[src/rtl/rc4_pkg.sv]
// Shared types and constants for the RC4 keystream XOR stage.
package rc4_pkg;

  localparam int BYTE_W = 8;

  typedef enum logic [1:0] {
    IDLE  = 2'd0,
    RUN   = 2'd1,
    DRAIN = 2'd2,
    DONE  = 2'd3
  } xor_state_t;

endpackage

[src/rtl/rc4_ks_fifo.sv]
// Small synchronous FIFO buffering keystream bytes; flush empties it in one cycle.
module rc4_ks_fifo
  import rc4_pkg::*;
#(
  parameter int DEPTH = 4,
  localparam int PTR_W = $clog2(DEPTH),
  localparam int CNT_W = $clog2(DEPTH + 1)
) (
  input  logic              clk,
  input  logic              rst_n,
  input  logic              flush,
  input  logic              push,
  input  logic              pop,
  input  logic [BYTE_W-1:0] din,
  output logic [BYTE_W-1:0] dout,
  output logic [CNT_W-1:0]  count
);

  logic [BYTE_W-1:0] mem_q [DEPTH];
  logic [PTR_W-1:0]  wr_ptr_q, wr_ptr_d;
  logic [PTR_W-1:0]  rd_ptr_q, rd_ptr_d;
  logic [CNT_W-1:0]  count_q, count_d;

  // Pointers wrap naturally because DEPTH is a power of two.
  always_comb begin
    wr_ptr_d = wr_ptr_q;
    rd_ptr_d = rd_ptr_q;
    count_d  = count_q;
    if (flush) begin
      wr_ptr_d = '0;
      rd_ptr_d = '0;
      count_d  = '0;
    end else begin
      if (push) wr_ptr_d = wr_ptr_q + 1'b1;
      if (pop)  rd_ptr_d = rd_ptr_q + 1'b1;
      case ({push, pop})
        2'b10:   count_d = count_q + 1'b1;
        2'b01:   count_d = count_q - 1'b1;
        default: count_d = count_q;
      endcase
    end
  end

  always_ff @(posedge clk or negedge rst_n) begin
    if (!rst_n) begin
      wr_ptr_q <= '0;
      rd_ptr_q <= '0;
      count_q  <= '0;
    end else begin
      wr_ptr_q <= wr_ptr_d;
      rd_ptr_q <= rd_ptr_d;
      count_q  <= count_d;
    end
  end

  always_ff @(posedge clk) begin
    if (push && !flush) mem_q[wr_ptr_q] <= din;
  end

  assign dout  = mem_q[rd_ptr_q];
  assign count = count_q;

endmodule

[src/rtl/rc4_keystream_xor.sv]
// Joins buffered RC4 keystream with plaintext, emitting registered ciphertext
// for exactly NUMS_OF_BYTES bytes per start.
module rc4_keystream_xor
  import rc4_pkg::*;
#(
  parameter int NUMS_OF_BYTES = 16,
  parameter int FIFO_DEPTH    = 4,
  localparam int CNT_W  = $clog2(NUMS_OF_BYTES + 1),
  localparam int FCNT_W = $clog2(FIFO_DEPTH + 1)
) (
  input  logic              clk,
  input  logic              rst_n,
  input  logic              start,
  input  logic              ks_valid,
  input  logic [BYTE_W-1:0] ks_data,
  output logic              ks_ready,
  input  logic              pt_valid,
  input  logic [BYTE_W-1:0] pt_data,
  output logic              pt_ready,
  output logic              ct_valid,
  output logic [BYTE_W-1:0] ct_data,
  input  logic              ct_ready,
  output logic [CNT_W-1:0]  byte_cnt,
  output logic              done
);

  localparam logic [CNT_W-1:0]  N_BYTES   = CNT_W'(NUMS_OF_BYTES);
  localparam logic [CNT_W-1:0]  N_LAST    = CNT_W'(NUMS_OF_BYTES - 1);
  localparam logic [FCNT_W-1:0] FIFO_FULL = FCNT_W'(FIFO_DEPTH);

  xor_state_t        state_q, state_d;
  logic [CNT_W-1:0]  ks_cnt_q, ks_cnt_d;
  logic [CNT_W-1:0]  byte_cnt_q, byte_cnt_d;
  logic              ct_valid_q, ct_valid_d;
  logic [BYTE_W-1:0] ct_data_q, ct_data_d;
  logic              done_q, done_d;

  logic              flush;
  logic              ks_push;
  logic              join_fire;
  logic [BYTE_W-1:0] fifo_head;
  logic [FCNT_W-1:0] fifo_count;

  assign flush = start && ((state_q == IDLE) || (state_q == DONE));

  // Readies depend only on registered state and ct_ready, so no valid->ready path exists.
  assign ks_ready = (state_q == RUN) && (fifo_count < FIFO_FULL) && (ks_cnt_q < N_BYTES);
  assign pt_ready = (state_q == RUN) && (fifo_count != '0) && (!ct_valid_q || ct_ready);

  assign ks_push   = ks_valid && ks_ready;
  assign join_fire = pt_valid && pt_ready;

  rc4_ks_fifo #(
    .DEPTH (FIFO_DEPTH)
  ) u_fifo (
    .clk   (clk),
    .rst_n (rst_n),
    .flush (flush),
    .push  (ks_push),
    .pop   (join_fire),
    .din   (ks_data),
    .dout  (fifo_head),
    .count (fifo_count)
  );

  always_comb begin
    state_d    = state_q;
    ks_cnt_d   = ks_cnt_q;
    byte_cnt_d = byte_cnt_q;
    ct_valid_d = ct_valid_q;
    ct_data_d  = ct_data_q;
    done_d     = done_q;

    case (state_q)
      IDLE, DONE: begin
        if (start) begin
          state_d    = RUN;
          ks_cnt_d   = '0;
          byte_cnt_d = '0;
          done_d     = 1'b0;
        end
      end
      RUN: begin
        if (ks_push) ks_cnt_d = ks_cnt_q + 1'b1;
        if (join_fire) begin
          byte_cnt_d = byte_cnt_q + 1'b1;
          if (byte_cnt_q == N_LAST) state_d = DRAIN;
        end
      end
      DRAIN: begin
        if (ct_valid_q && ct_ready) begin
          state_d = DONE;
          done_d  = 1'b1;
        end
      end
      default: state_d = IDLE;
    endcase

    // A new join reloads the output register even while the old byte is being taken.
    if (join_fire) begin
      ct_valid_d = 1'b1;
      ct_data_d  = pt_data ^ fifo_head;
    end else if (ct_ready) begin
      ct_valid_d = 1'b0;
    end
  end

  always_ff @(posedge clk or negedge rst_n) begin
    if (!rst_n) begin
      state_q    <= IDLE;
      ks_cnt_q   <= '0;
      byte_cnt_q <= '0;
      ct_valid_q <= 1'b0;
      ct_data_q  <= '0;
      done_q     <= 1'b0;
    end else begin
      state_q    <= state_d;
      ks_cnt_q   <= ks_cnt_d;
      byte_cnt_q <= byte_cnt_d;
      ct_valid_q <= ct_valid_d;
      ct_data_q  <= ct_data_d;
      done_q     <= done_d;
    end
  end

  assign ct_valid = ct_valid_q;
  assign ct_data  = ct_data_q;
  assign byte_cnt = byte_cnt_q;
  assign done     = done_q;

endmodule

[config.mk]
export PLATFORM = sky130hd
export DESIGN_NAME = rc4_keystream_xor
export DESIGN_NICKNAME = d
export VERILOG_FILES = /design/src/rtl/rc4_pkg.sv /design/src/rtl/rc4_ks_fifo.sv /design/src/rtl/rc4_keystream_xor.sv
export SDC_FILE = /design/constraint.sdc
export NUM_CORES = 1
export LEC_CHECK = 0
export BUFFER_PORTS_ARGS = -buffer_cell sky130_fd_sc_hd__buf_2
export CAP_MARGIN = 25
export CORE_MARGIN = 1
export CORE_UTILIZATION = 50
export DETAILED_ROUTE_END_ITERATION = 8
export GPL_TIMING_DRIVEN = 1
export PLACE_DENSITY = 0.71
export RECOVER_POWER = 100
export SYNTH_ARGS = -nofsm -noshare
export SYNTH_HDL_FRONTEND = slang
export SYNTH_SLANG_ARGS = --single-unit
[constraint.sdc]
create_clock -name clk -period 4.82 [get_ports clk]
set_clock_uncertainty 0.05 [all_clocks]
set_input_delay 0.964 -clock clk [delete_from_list [all_inputs] [get_ports clk]]
set_output_delay 0.964 -clock clk [all_outputs]
set_load 0.02 [all_outputs]
==> metrics.yaml <==
topRoutingLayerUsed: "met4"
dp.final_hpwl_um: 3657
clock-sinks: 61
finalHoldViolations: 0
postCtsHoldBufs: 0
start_kind: "register"
pwr_density_cell_nw_per_um2: 605.7
numCtsBuffers: 9
fin_tns_setup_ns: 0
antenna_found_initial: 0
postCtsSetupRepairBufs: 0
grt_pass1_vias: 1754
crit_type: "register to register"
met1_length_um: 2594
hp-class: "register to register"
detail_route.wl_per_cell_um: 15.71
met3_length_um: 215
viasPerCell: 5.481
cap_violations: 2
worst_pin_slew_ns: 1.716
place.port_buffers: 38
synth_ff_type: "edfxtp_1"
cts_root_buf: "clkbuf_8"
crit_family: "simple AND/OR/NAND/NOR gates"
cts_tree: "yes"
grt_overflow: 0
ys_seq_area_share_pct: 57.85
core_sq_um: 5574
routed_wl_um: 5358
clkTransAtPathRegs_ns: 0.07
multi_input_area_sq_um: 1121
grt_pass1_wl_um: 8597
setup_viol: 0
synth_top_area_share_pct: 32.96
io_pins: 39
clock_latency_ns: 0.33
start_util_pct: 52.30
netlist_instances: 225
end_kind: "register"
cp.required_ns: 4.98
diodes: 0
slew_violations: 48
synth-seq-cells: 61
num_rows: 27
drtIter0Drc: 110
p_leak_nw: 1.318
dieHeight_um: 78.36
synthesis.area_sq_um: 2915
cpMaxStageDelayCell: "nor3_1"
fin_total_pwr_mw: 2.003
htreeDepth: 3
drive_gt1_share_pct: 14.50
die_x_um: 78.36
synthToLayoutAreaGrowth_pct: 13.43
layout_common_cells: "32 x edfxtp_1, 29 x dfrtp_1, 26 x clkbuf_1"
groute.usage.overall_pct: 19.29
regArea_sq_um: 1687
gp_congestion: 0.7995
fmax_mhz: 315.3
arrival_ns: 3.33
critical_path.cell_chain: "inv_1, ha_1, nand2_1, nor3_1, xnor2_1, a21oi_1"
cp_num_buf_inv: 1
grt_max_degree: 30
syn_avg_cell_area_sq_um: 12.96
slew-limit-headroom_pct: -15.25
slowest_delay_ns: 1.38
period_share_pct: 65.81
ys_warn_count: 0
status: "finished, violations left"
drc: 0
synth.area.top_cells: "edfxtp_1 33%, dfrtp_1 25%, mux4_2 6.2%"
synth_edf_count: 32
n_fill_cell: 484
firstDrtPassIters: 4
vias: 1869
dieArea_sq_um: 6140
synthesis.nets: 258
fin_crit_ns: 3.172
postRouteAntennaNets: 0
holdWs_ns: 0.4638
clockBufferDepth: 2
async_flop_share_pct: 47.54
violations: "capacitance limit, slew limit"
wl_met2_um: 2452
final_common_cell: "edfxtp_1"
cts_resized: 0
place_ws_ns: 2.109
yosysTopAreaCell: "edfxtp_1"
vdd_drop_max_mv: 0.2719
path_max_fanout: 24
ys_types: 47
layout_setup_ws_ns: 1.648
rsz0062_at_grt: "false"
nNetsFinal: 297
-- power by group --
group | switching, mW | internal [mW]
Combinational | 0.452 | 0.290
Clock | 0.208 | 0.293
Sequential | 0.0950 | 0.665
-- worst register-to-register path, cell delays in order (launching register included) --
cell and delay, ns:
dfrtp_1 0.38, inv_1 0.10, ha_1 0.68, nand2_1 0.20
nor3_1 1.38, xnor2_1 0.21, a21oi_1 0.05
-- area by class of cell --
cell class / count / share of cell area, %
clock inverters: 7 / 2.951
inverters: 8 / 0.9081
clock buffers: 9 / 3.746
repair buffers: 38 / 4.767
well taps: 72 / 2.724
multi-input cells: 146 / 33.90
flip-flops and latches: 61 / 51.00
-- layer usage --
metal	GRT usage, %	vias up
li1	-	913
met1	26.46	907
met2	28.42	40
met3	4.767	9
met4	10.00	0
met5	0	-
-- through the flow --
stage,utilization (%),area [sq um],instances
6_report,59.33,3307,341
5_1_grt,59.33,3307,341
4_1_cts,60.52,3373,341
3_5_place_dp,56.54,3152,325
3_3_place_gp,56.54,3152,325
2_1_floorplan,-,2915,225
-- path summary, 6_finish.rpt --
check / startpoint / slack (ns) / cells past startpoint / to
max: state_q[1] / 1.65 / 6 / u_fifo.rd_ptr_q[0]
min: ks_cnt_q[0] / 0.46 / 1 / ks_cnt_q[0]
max reg2reg: state_q[1] / 1.65 / 6 / u_fifo.rd_ptr_q[0]
min reg2reg: ks_cnt_q[0] / 0.46 / 1 / ks_cnt_q[0]
max in group asynchronous: rst_n / 2.77 / 1 / ks_cnt_q[2]
min in group asynchronous: rst_n / 0.99 / 1 / ct_data[2]
-- Yosys cell counts, drive strengths merged (2+ instances only) --
cell / number
nor2b: 2
buf: 6
mux2i: 9
a21oi: 18
o21ai: 5
xnor2: 10
a22o: 2
nand2b: 3
edfxtp: 32
dfrtp: 29
nand4: 5
ha: 10
clkbuf: 4
nor2: 20
mux4: 8
and3: 10
mux2: 2
nand3: 6
nor3: 4
or3: 2
inv: 8
nor4: 3
nand2: 11
a31oi: 2
-- cell families after synthesis --
logic type / count (synthesis) / synth area share, %
AOI/OAI and AO/OA: 34 / 6.953
xor gates and xnor gates: 11 / 3.305
adders and majority gates: 11 / 4.979
buffers and inverters: 18 / 2.532
DFF: 61 / 57.85
muxes: 19 / 10.17
and+or+nand+nor: 71 / 14.21
-- sequential cells by signal, summed over array words and instances (netlist names) --
register	count
u_fifo.wr_ptr_q	2
done	1
ct_valid	1
u_fifo.rd_ptr_q	2
byte_cnt	5
u_fifo.count	3
ct_data	8
state_q	2
ks_cnt_q	5
u_fifo.mem_q	32
Note: power is estimated with default switching activity, not from simulation.
